$ cat src/rtl/cricket_pkg.sv
// Shared types and delivery-outcome decoding for the cricket scorer.
// Contents:
//   state_t         innings sequencer states
//   OC_*            outcome codes with special meaning (extras, wickets)
//   outcome_t       decoded delivery {runs[2:0], legal, wicket}
//   decode_outcome  4-bit outcome code -> outcome_t
package cricket_pkg;

    typedef enum logic [1:0] {
        S_INN1 = 2'd0,
        S_INN2 = 2'd1,
        S_DONE = 2'd2
    } state_t;

    localparam logic [3:0] OC_WIDE   = 4'd5;
    localparam logic [3:0] OC_NOBALL = 4'd7;
    localparam logic [3:0] OC_WKT_A  = 4'd8;
    localparam logic [3:0] OC_WKT_B  = 4'd12;

    typedef struct packed {
        logic [2:0] runs;
        logic       legal;
        logic       wicket;
    } outcome_t;

    // Extras (wide/no-ball) score one run but do not count as a legal ball.
    function automatic outcome_t decode_outcome(input logic [3:0] code);
        outcome_t r;
        r.runs   = 3'd0;
        r.legal  = 1'b1;
        r.wicket = 1'b0;
        case (code)
            4'd0:      r.runs = 3'd0;
            4'd1:      r.runs = 3'd1;
            4'd2:      r.runs = 3'd2;
            4'd3:      r.runs = 3'd3;
            4'd4:      r.runs = 3'd4;
            OC_WIDE: begin
                r.runs  = 3'd1;
                r.legal = 1'b0;
            end
            4'd6:      r.runs = 3'd6;
            OC_NOBALL: begin
                r.runs  = 3'd1;
                r.legal = 1'b0;
            end
            OC_WKT_A:  r.wicket = 1'b1;
            4'd9:      r.runs = 3'd1;
            4'd10:     r.runs = 3'd0;
            4'd11:     r.runs = 3'd2;
            OC_WKT_B:  r.wicket = 1'b1;
            4'd13:     r.runs = 3'd4;
            4'd14:     r.runs = 3'd1;
            4'd15:     r.runs = 3'd0;
            default:   r.runs = 3'd0;
        endcase
        return r;
    endfunction

endpackage

$ cat src/rtl/outcome_decoder.sv
// Combinational wrapper around decode_outcome so the decode table can be
// exercised on its own.
// Ports:
//   lfsr_out  in  4  delivery outcome code
//   runs      out 3  runs credited to the batting side
//   legal     out 1  delivery counts toward the innings ball limit
//   wicket    out 1  a wicket fell
module outcome_decoder
    import cricket_pkg::*;
(
    input  logic [3:0] lfsr_out,
    output logic [2:0] runs,
    output logic       legal,
    output logic       wicket
);

    outcome_t dec_s;

    // Decode the outcome code into its scoring fields.
    always_comb begin
        dec_s  = decode_outcome(lfsr_out);
        runs   = dec_s.runs;
        legal  = dec_s.legal;
        wicket = dec_s.wicket;
    end

endmodule

$ cat src/rtl/innings_controller.sv
// Match-level scorer and innings sequencer. Applies one delivery per accepted
// ball_pulse to the batting team's runs/wickets/legal-ball counters and walks
// S_INN1 -> S_INN2 -> S_DONE, deciding winner or tie.
// Ports:
//   clk, rst_n          clock, asynchronous active-low reset
//   ball_pulse          one-cycle delivery strobe
//   lfsr_out[3:0]       delivery outcome code, sampled with ball_pulse
//   team_sw             deliveries ignored while high
//   new_match           synchronous clear; wins over a same-cycle ball_pulse
//   t1/t2_runs          run totals (saturating)
//   t1/t2_wkts          wickets fallen
//   t1/t2_legal         legal deliveries bowled
//   target              t1_runs+1 once innings 1 is over
//   inning_over         innings 1 finished
//   game_over, winner, tie  match result
//   ball_done           one-cycle pulse per applied delivery
//   last_outcome[3:0]   code of the last applied delivery
module innings_controller
    import cricket_pkg::*;
#(
    parameter int MAX_BALLS = 120,
    parameter int MAX_WKTS  = 10,
    parameter int RUN_W     = 10
) (
    input  logic             clk,
    input  logic             rst_n,
    input  logic             ball_pulse,
    input  logic [3:0]       lfsr_out,
    input  logic             team_sw,
    input  logic             new_match,
    output logic [RUN_W-1:0] t1_runs,
    output logic [RUN_W-1:0] t2_runs,
    output logic [3:0]       t1_wkts,
    output logic [3:0]       t2_wkts,
    output logic [7:0]       t1_legal,
    output logic [7:0]       t2_legal,
    output logic [RUN_W:0]   target,
    output logic             inning_over,
    output logic             game_over,
    output logic             winner,
    output logic             tie,
    output logic             ball_done,
    output logic [3:0]       last_outcome
);

    localparam logic [7:0] MAX_BALLS_C = 8'(MAX_BALLS);
    localparam logic [3:0] MAX_WKTS_C  = 4'(MAX_WKTS);

    state_t           state_r;
    logic [RUN_W-1:0] t1_runs_r, t2_runs_r;
    logic [3:0]       t1_wkts_r, t2_wkts_r;
    logic [7:0]       t1_legal_r, t2_legal_r;
    logic [RUN_W:0]   target_r;
    logic             inning_over_r, game_over_r, winner_r, tie_r, ball_done_r;
    logic [3:0]       last_outcome_r;

    logic [2:0]       runs_s;
    logic             legal_s, wicket_s, accept_s, end_s;
    logic [RUN_W-1:0] bat_runs_s, runs_next_s;
    logic [7:0]       bat_legal_s, legal_next_s;
    logic [3:0]       bat_wkts_s, wkts_next_s;

    // Run totals stick at all-ones instead of wrapping.
    function automatic logic [RUN_W-1:0] sat_add(input logic [RUN_W-1:0] a,
                                                  input logic [2:0]       b);
        logic [RUN_W:0] s;
        s = {1'b0, a} + {{(RUN_W-2){1'b0}}, b};
        if (s[RUN_W]) begin
            return '1;
        end else begin
            return s[RUN_W-1:0];
        end
    endfunction

    outcome_decoder u_dec (
        .lfsr_out (lfsr_out),
        .runs     (runs_s),
        .legal    (legal_s),
        .wicket   (wicket_s)
    );

    // Select the batting side and form its post-delivery counter values.
    always_comb begin
        accept_s = ball_pulse && !team_sw && (state_r != S_DONE);
        if (state_r == S_INN1) begin
            bat_runs_s  = t1_runs_r;
            bat_legal_s = t1_legal_r;
            bat_wkts_s  = t1_wkts_r;
        end else begin
            bat_runs_s  = t2_runs_r;
            bat_legal_s = t2_legal_r;
            bat_wkts_s  = t2_wkts_r;
        end
        runs_next_s  = sat_add(bat_runs_s, runs_s);
        legal_next_s = bat_legal_s + {7'd0, legal_s};
        wkts_next_s  = bat_wkts_s + {3'd0, wicket_s};
        end_s        = (legal_next_s == MAX_BALLS_C) || (wkts_next_s == MAX_WKTS_C);
    end

    // Innings FSM, score counters and registered result flags.
    always_ff @(posedge clk or negedge rst_n) begin
        if (!rst_n) begin
            state_r        <= S_INN1;
            t1_runs_r      <= '0;
            t2_runs_r      <= '0;
            t1_wkts_r      <= 4'd0;
            t2_wkts_r      <= 4'd0;
            t1_legal_r     <= 8'd0;
            t2_legal_r     <= 8'd0;
            target_r       <= '0;
            inning_over_r  <= 1'b0;
            game_over_r    <= 1'b0;
            winner_r       <= 1'b0;
            tie_r          <= 1'b0;
            ball_done_r    <= 1'b0;
            last_outcome_r <= 4'd0;
        end else if (new_match) begin
            // Any delivery strobed in this cycle is discarded.
            state_r        <= S_INN1;
            t1_runs_r      <= '0;
            t2_runs_r      <= '0;
            t1_wkts_r      <= 4'd0;
            t2_wkts_r      <= 4'd0;
            t1_legal_r     <= 8'd0;
            t2_legal_r     <= 8'd0;
            target_r       <= '0;
            inning_over_r  <= 1'b0;
            game_over_r    <= 1'b0;
            winner_r       <= 1'b0;
            tie_r          <= 1'b0;
            ball_done_r    <= 1'b0;
            last_outcome_r <= 4'd0;
        end else begin
            ball_done_r <= accept_s;
            if (accept_s) begin
                last_outcome_r <= lfsr_out;
                case (state_r)
                    S_INN1: begin
                        t1_runs_r  <= runs_next_s;
                        t1_legal_r <= legal_next_s;
                        t1_wkts_r  <= wkts_next_s;
                        if (end_s) begin
                            state_r       <= S_INN2;
                            inning_over_r <= 1'b1;
                            target_r      <= {1'b0, runs_next_s} + {{RUN_W{1'b0}}, 1'b1};
                        end
                    end
                    S_INN2: begin
                        t2_runs_r  <= runs_next_s;
                        t2_legal_r <= legal_next_s;
                        t2_wkts_r  <= wkts_next_s;
                        // A successful chase ends the match even on an extra.
                        if (runs_next_s > t1_runs_r) begin
                            state_r     <= S_DONE;
                            game_over_r <= 1'b1;
                            winner_r    <= 1'b1;
                        end else if (end_s) begin
                            state_r     <= S_DONE;
                            game_over_r <= 1'b1;
                            winner_r    <= 1'b0;
                            tie_r       <= (runs_next_s == t1_runs_r);
                        end
                    end
                    default: begin
                        state_r <= S_DONE;
                    end
                endcase
            end
        end
    end

    assign t1_runs      = t1_runs_r;
    assign t2_runs      = t2_runs_r;
    assign t1_wkts      = t1_wkts_r;
    assign t2_wkts      = t2_wkts_r;
    assign t1_legal     = t1_legal_r;
    assign t2_legal     = t2_legal_r;
    assign target       = target_r;
    assign inning_over  = inning_over_r;
    assign game_over    = game_over_r;
    assign winner       = winner_r;
    assign tie          = tie_r;
    assign ball_done    = ball_done_r;
    assign last_outcome = last_outcome_r;

endmodule

$ cat config.mk
export PLATFORM = sky130hd
export DESIGN_NAME = innings_controller
export DESIGN_NICKNAME = d
export VERILOG_FILES = /design/src/rtl/cricket_pkg.sv /design/src/rtl/outcome_decoder.sv /design/src/rtl/innings_controller.sv
export SDC_FILE = /design/constraint.sdc
export NUM_CORES = 1
export LEC_CHECK = 0
export ABC_CLOCK_PERIOD_IN_PS = 4750
export BUFFER_PORTS_ARGS = -buffer_cell sky130_fd_sc_hd__clkbuf_2
export CORE_MARGIN = 2
export CORE_UTILIZATION = 51
export CTS_CLUSTER_SIZE = 12
export DETAILED_ROUTE_END_ITERATION = 10
export PLACE_DENSITY = 0.76
export SYNTH_ARGS = -nofsm -noshare
export SYNTH_HDL_FRONTEND = slang
export SYNTH_SLANG_ARGS = --single-unit
$ cat constraint.sdc
create_clock -name clk -period 4.75 [get_ports clk]
set_clock_uncertainty 0.15 [all_clocks]
set_input_delay 0.2375 -clock clk [delete_from_list [all_inputs] [get_ports clk]]
set_output_delay 0.2375 -clock clk [all_outputs]
set_load 0.1 [all_outputs]
==> out/results.txt <==
For the met2 track demand over resource in global routing, the log shows 0.424. The simple-gate share of the synthesized area is 0.218. Clock latency reported for the late side of the worst-skew pair: 0.36 ns. The tools report the initial antenna violation count as 0. Number of flip-flops and latches in the synthesized netlist: 66. The largest fanout on the critical path is 8, and the total of cells resized after clock tree synthesis is 0. The tools report the total overflow reported by the global router as 0. The core region is 8220 um2.

In this run the deepest clock path goes through 2 buffers. Synthesis instantiated 66 different standard cells from the library. The synthesis-to-layout area growth came out at 14.5%.

Leaving out fill and tap cells, the most frequent cells in the layout are nand2_1, clkbuf_2, dfrtp_1. The tools report the final instance area as 4940 um2. The tools report the iteration-0 DRC count of the detailed router as 169. The I/O pin count is 73.

The run gives 0.0556 as the met3 track demand over resource. In the synthesized netlist the dominant register cell turns out to be dfrtp_1. The tools report the routed wire length as 11000 um.

Number of hold violations in the final report: 0. The run finished with clean final reports. The run gives 0.266 as the share of power burned in the clock network.

The routing layer with the top usage in global route was met2. The net switching component of the power was 0.000674 W. The static leakage power came out at 2.33 nW. Detailed-route DRC error count: 0. The die is 96.0 um tall. The mux share of post-synthesis cell area works out to 0.0426.

Max-cap violations in this run came to 0. The fraction of power spent switching nets was 0.422; the required time at the worst-slack endpoint was 4.80 ns. STA puts the critical path data arrival time at 4.41 ns. Count of vias placed by the detailed router: 3898.

Summing every instance area after synthesis gives 4310 um2. In this run the remaining antenna-violating nets after routing total 0. For the worst-case headroom to the max-slew limit, the log shows 0.372.

Critical setup path kind: register to register. Averaged over all synthesized cells, the footprint is 8.68 um2. Setup repair after global routing left no endpoint under its margin.

The sort of element at the end of the critical path was a register. The slew at the pin with the worst max-slew slack came out at 0.942 ns. In the routed layout, each cell is associated on average with a via count of 5.77. In this run the worst hold path is classified as primary input to register. 0 antenna diodes ended up in the layout. The clock tree root driver cell is clkbuf_8. Combined global-route utilization of all metal layers: 0.253. The number of placement rows was 33; the sequential cell fraction of total power was 0.386.

Most common cell after layout, fill and taps aside: nand2_1. The final cycle utilization of the critical path came out at 0.917. The run gives 7840 um as the half-perimeter wire length after detailed placement. During synthesis, Yosys emitted a total of 0 warnings. The run gives 0.348 as the combinational fraction of design power. The run gives 497 as the cell count after synthesis. The instance area at placement is 4750 um2, and the adder-cell share of the synthesized area is 0.0569. STA classifies the critical path startpoint as a register. The floorplan step defined a die boundary enclosing 9210 um2. The worst path needs 4.36 ns of the cycle, external delays included. Based on the critical path, the design can be clocked at up to 230 MHz. The clock slew at the register clock pins of the worst setup and hold paths was 0.08 ns; the number of nets produced by synthesis was 525. The net count of the finished layout is 594. The global routing usage on met1 is 0.318, and the x dimension of the die is 96.0 um. At the end of routability-driven placement, the weighted congestion stood at 0.894. The H-tree depth is 3. During placement, the flow inserted port buffers numbering 72. The run gives 17800 um as the first-pass GRT wire length. The initial standard-cell utilization of the core came out at 0.525.

The number of global-route vias before repair came out at 3660. Entering global routing, the biggest net connects 67 pins. The CTS buffer count was 9. IR analysis of the VDD net gives a maximum drop of 0.187 mV.

For the share of the core filled with cells in the final layout, the log shows 0.601. TritonCTS built the clock tree. The tools report the clock net sink count as 66. By area, the combinational part of the netlist is dominated by simple AND/OR/NAND/NOR gates. The number of flops mapped to enable cells by yosys was 0; the fraction of final layout cells sized beyond drive strength 1 was 0.207. Number of detailed-routing iterations run before antenna repair: 4.

Adding up every negative setup slack in the final design gives 0 ns. For the max-slew violation total from the final report, the log shows 0. The synthesized-area fraction occupied by xor and xnor cells was 0.0467; the fraction of registers with async set or reset after synthesis was 1.00. The run gives 0.383 as the share of synthesized area occupied by flip-flops and latches. The complex-gate fraction of the synthesized area is 0.200. Internal power comes to 0.000924 W.

The final total power was 0.00160 W; the cell area power density was 324 nW/um2. In the final routed layout, each cell accounts on average for 16.2 um. Setup violations remaining at the end of the flow were counted as 0.
-- final timing paths --
path | start | to | slack, ns | depth (start not counted)
max in group asynchronous | rst_n | state_r[0]$_DFFE_PN0P_ | 3.46 | 3
max | state_r[1]$_DFFE_PN0P_ | state_r[1]$_DFFE_PN0P_ | 0.39 | 19
max reg2reg | state_r[1]$_DFFE_PN0P_ | state_r[1]$_DFFE_PN0P_ | 0.39 | 19
min | lfsr_out[0] | last_outcome[0]$_DFFE_PN0P_ | 0.06 | 3
min reg2reg | target[6]$_DFFE_PN0P_ | target[6]$_DFFE_PN0P_ | 0.33 | 2
min in group asynchronous | rst_n | target[2]$_DFFE_PN0P_ | 0.45 | 3
-- per-layer routing --
metal / vias to the layer above / routed length (um) / share of wire
met3: 24 / 542 / 0.049
met2: 117 / 5370 / 0.49
met4: 0 / 219 / 0.020
met1: 1874 / 4830 / 0.44
met5: - / 0 / 0
li1: 1883 / - / -
-- area by class of cell --
| type | instances | area (um2) |
|---|---|---|
| clock inverters | 5 | 30.0 |
| multi-input cells | 381 | 2440 |
| repair buffers | 85 | 460 |
| flip-flops and latches | 66 | 1650 |
| well taps | 105 | 131 |
| inverters | 23 | 86.3 |
| fillers | 743 | 3280 |
| clock buffers | 11 | 141 |
-- power groups by stage --
stage / clock network (W) / logic (W) / registers [W]
finish: 0.000425 / 0.000556 / 0.000617
global route: 0.000464 / 0.000597 / 0.000621
CTS: 0.000433 / 0.000555 / 0.000617
detailed placement: 0 / 0.000553 / 0.000628
global placement: 0 / 0.000545 / 0.000626
floorplan: 0 / 0.000238 / 0.000825
-- registers in the layout, indices dropped and copies added (netlist names) --
register,count
ball_done,1
game_over,1
inning_over,1
last_outcome,4
state_r,2
t1_legal,8
t1_runs,10
t1_wkts,4
t2_legal,8
t2_runs,10
t2_wkts,4
target,11
tie,1
winner,1
-- logic make-up after synthesis --
logic type,after synthesis
DFF,66
AOI/OAI and AO/OA,125
xor gates and xnor gates,23
buffers and inverters,50
and+or+nand+nor,197
adders and majority gates,19
muxes,17
-- metrics by stage --
stage,std cells,hold WS [ns],worst slack [ns]
global placement,658,0.312,0.426
floorplan,497,-0.208,0.260
CTS,675,0.0496,0.230
detailed placement,658,0.320,0.261
global route,676,0.0670,0.153
finish,676,0.0628,0.394
-- cells in the mapped netlist, drive strengths merged, types with 5 or more instances --
library cell	count	share of area
nand2	99	0.086
o21ai	19	0.023
xor2	18	0.037
mux2i	15	0.035
buf	9	0.017
o31ai	9	0.016
xnor2	5	0.010
nor3b	6	0.012
nand4bb	5	0.013
inv	23	0.020
nand2b	6	0.0087
a21oi	37	0.043
a211oi	15	0.026
o211ai	9	0.016
nor2	43	0.038
and2	9	0.013
ha	18	0.052
o21a	7	0.012
or2	5	0.0073
nand3	5	0.0058
clkbuf	18	0.016
nor2b	5	0.0073
dfrtp	66	0.38
-- what timing repair did --
item                                    4_1_cts  5_1_grt
hold buffers                                  1        0
setup buffers                                 0        1
endpoints found under the hold margin        66        0
endpoints found under the setup margin        0        4
-- worst max-delay path, stage by stage, from the launching register on --
cell and delay (ns):
dfrtp_1 0.39, or2_2 0.30, o21ai_0 0.27, inv_1 0.11, fa_1 0.43, nand2b_1 0.21
a222oi_1 0.33, buf_4 0.19, and2_1 0.24, buf_4 0.20, nor2_1 0.11, inv_1 0.07
ha_1 0.22, nand4_1 0.14, nor2_1 0.08, a21oi_1 0.13, o211ai_1 0.10, and2_1 0.20
nor2_1 0.22, o22ai_1 0.13
No activity file was read; power rests on OpenSTA's default activity.
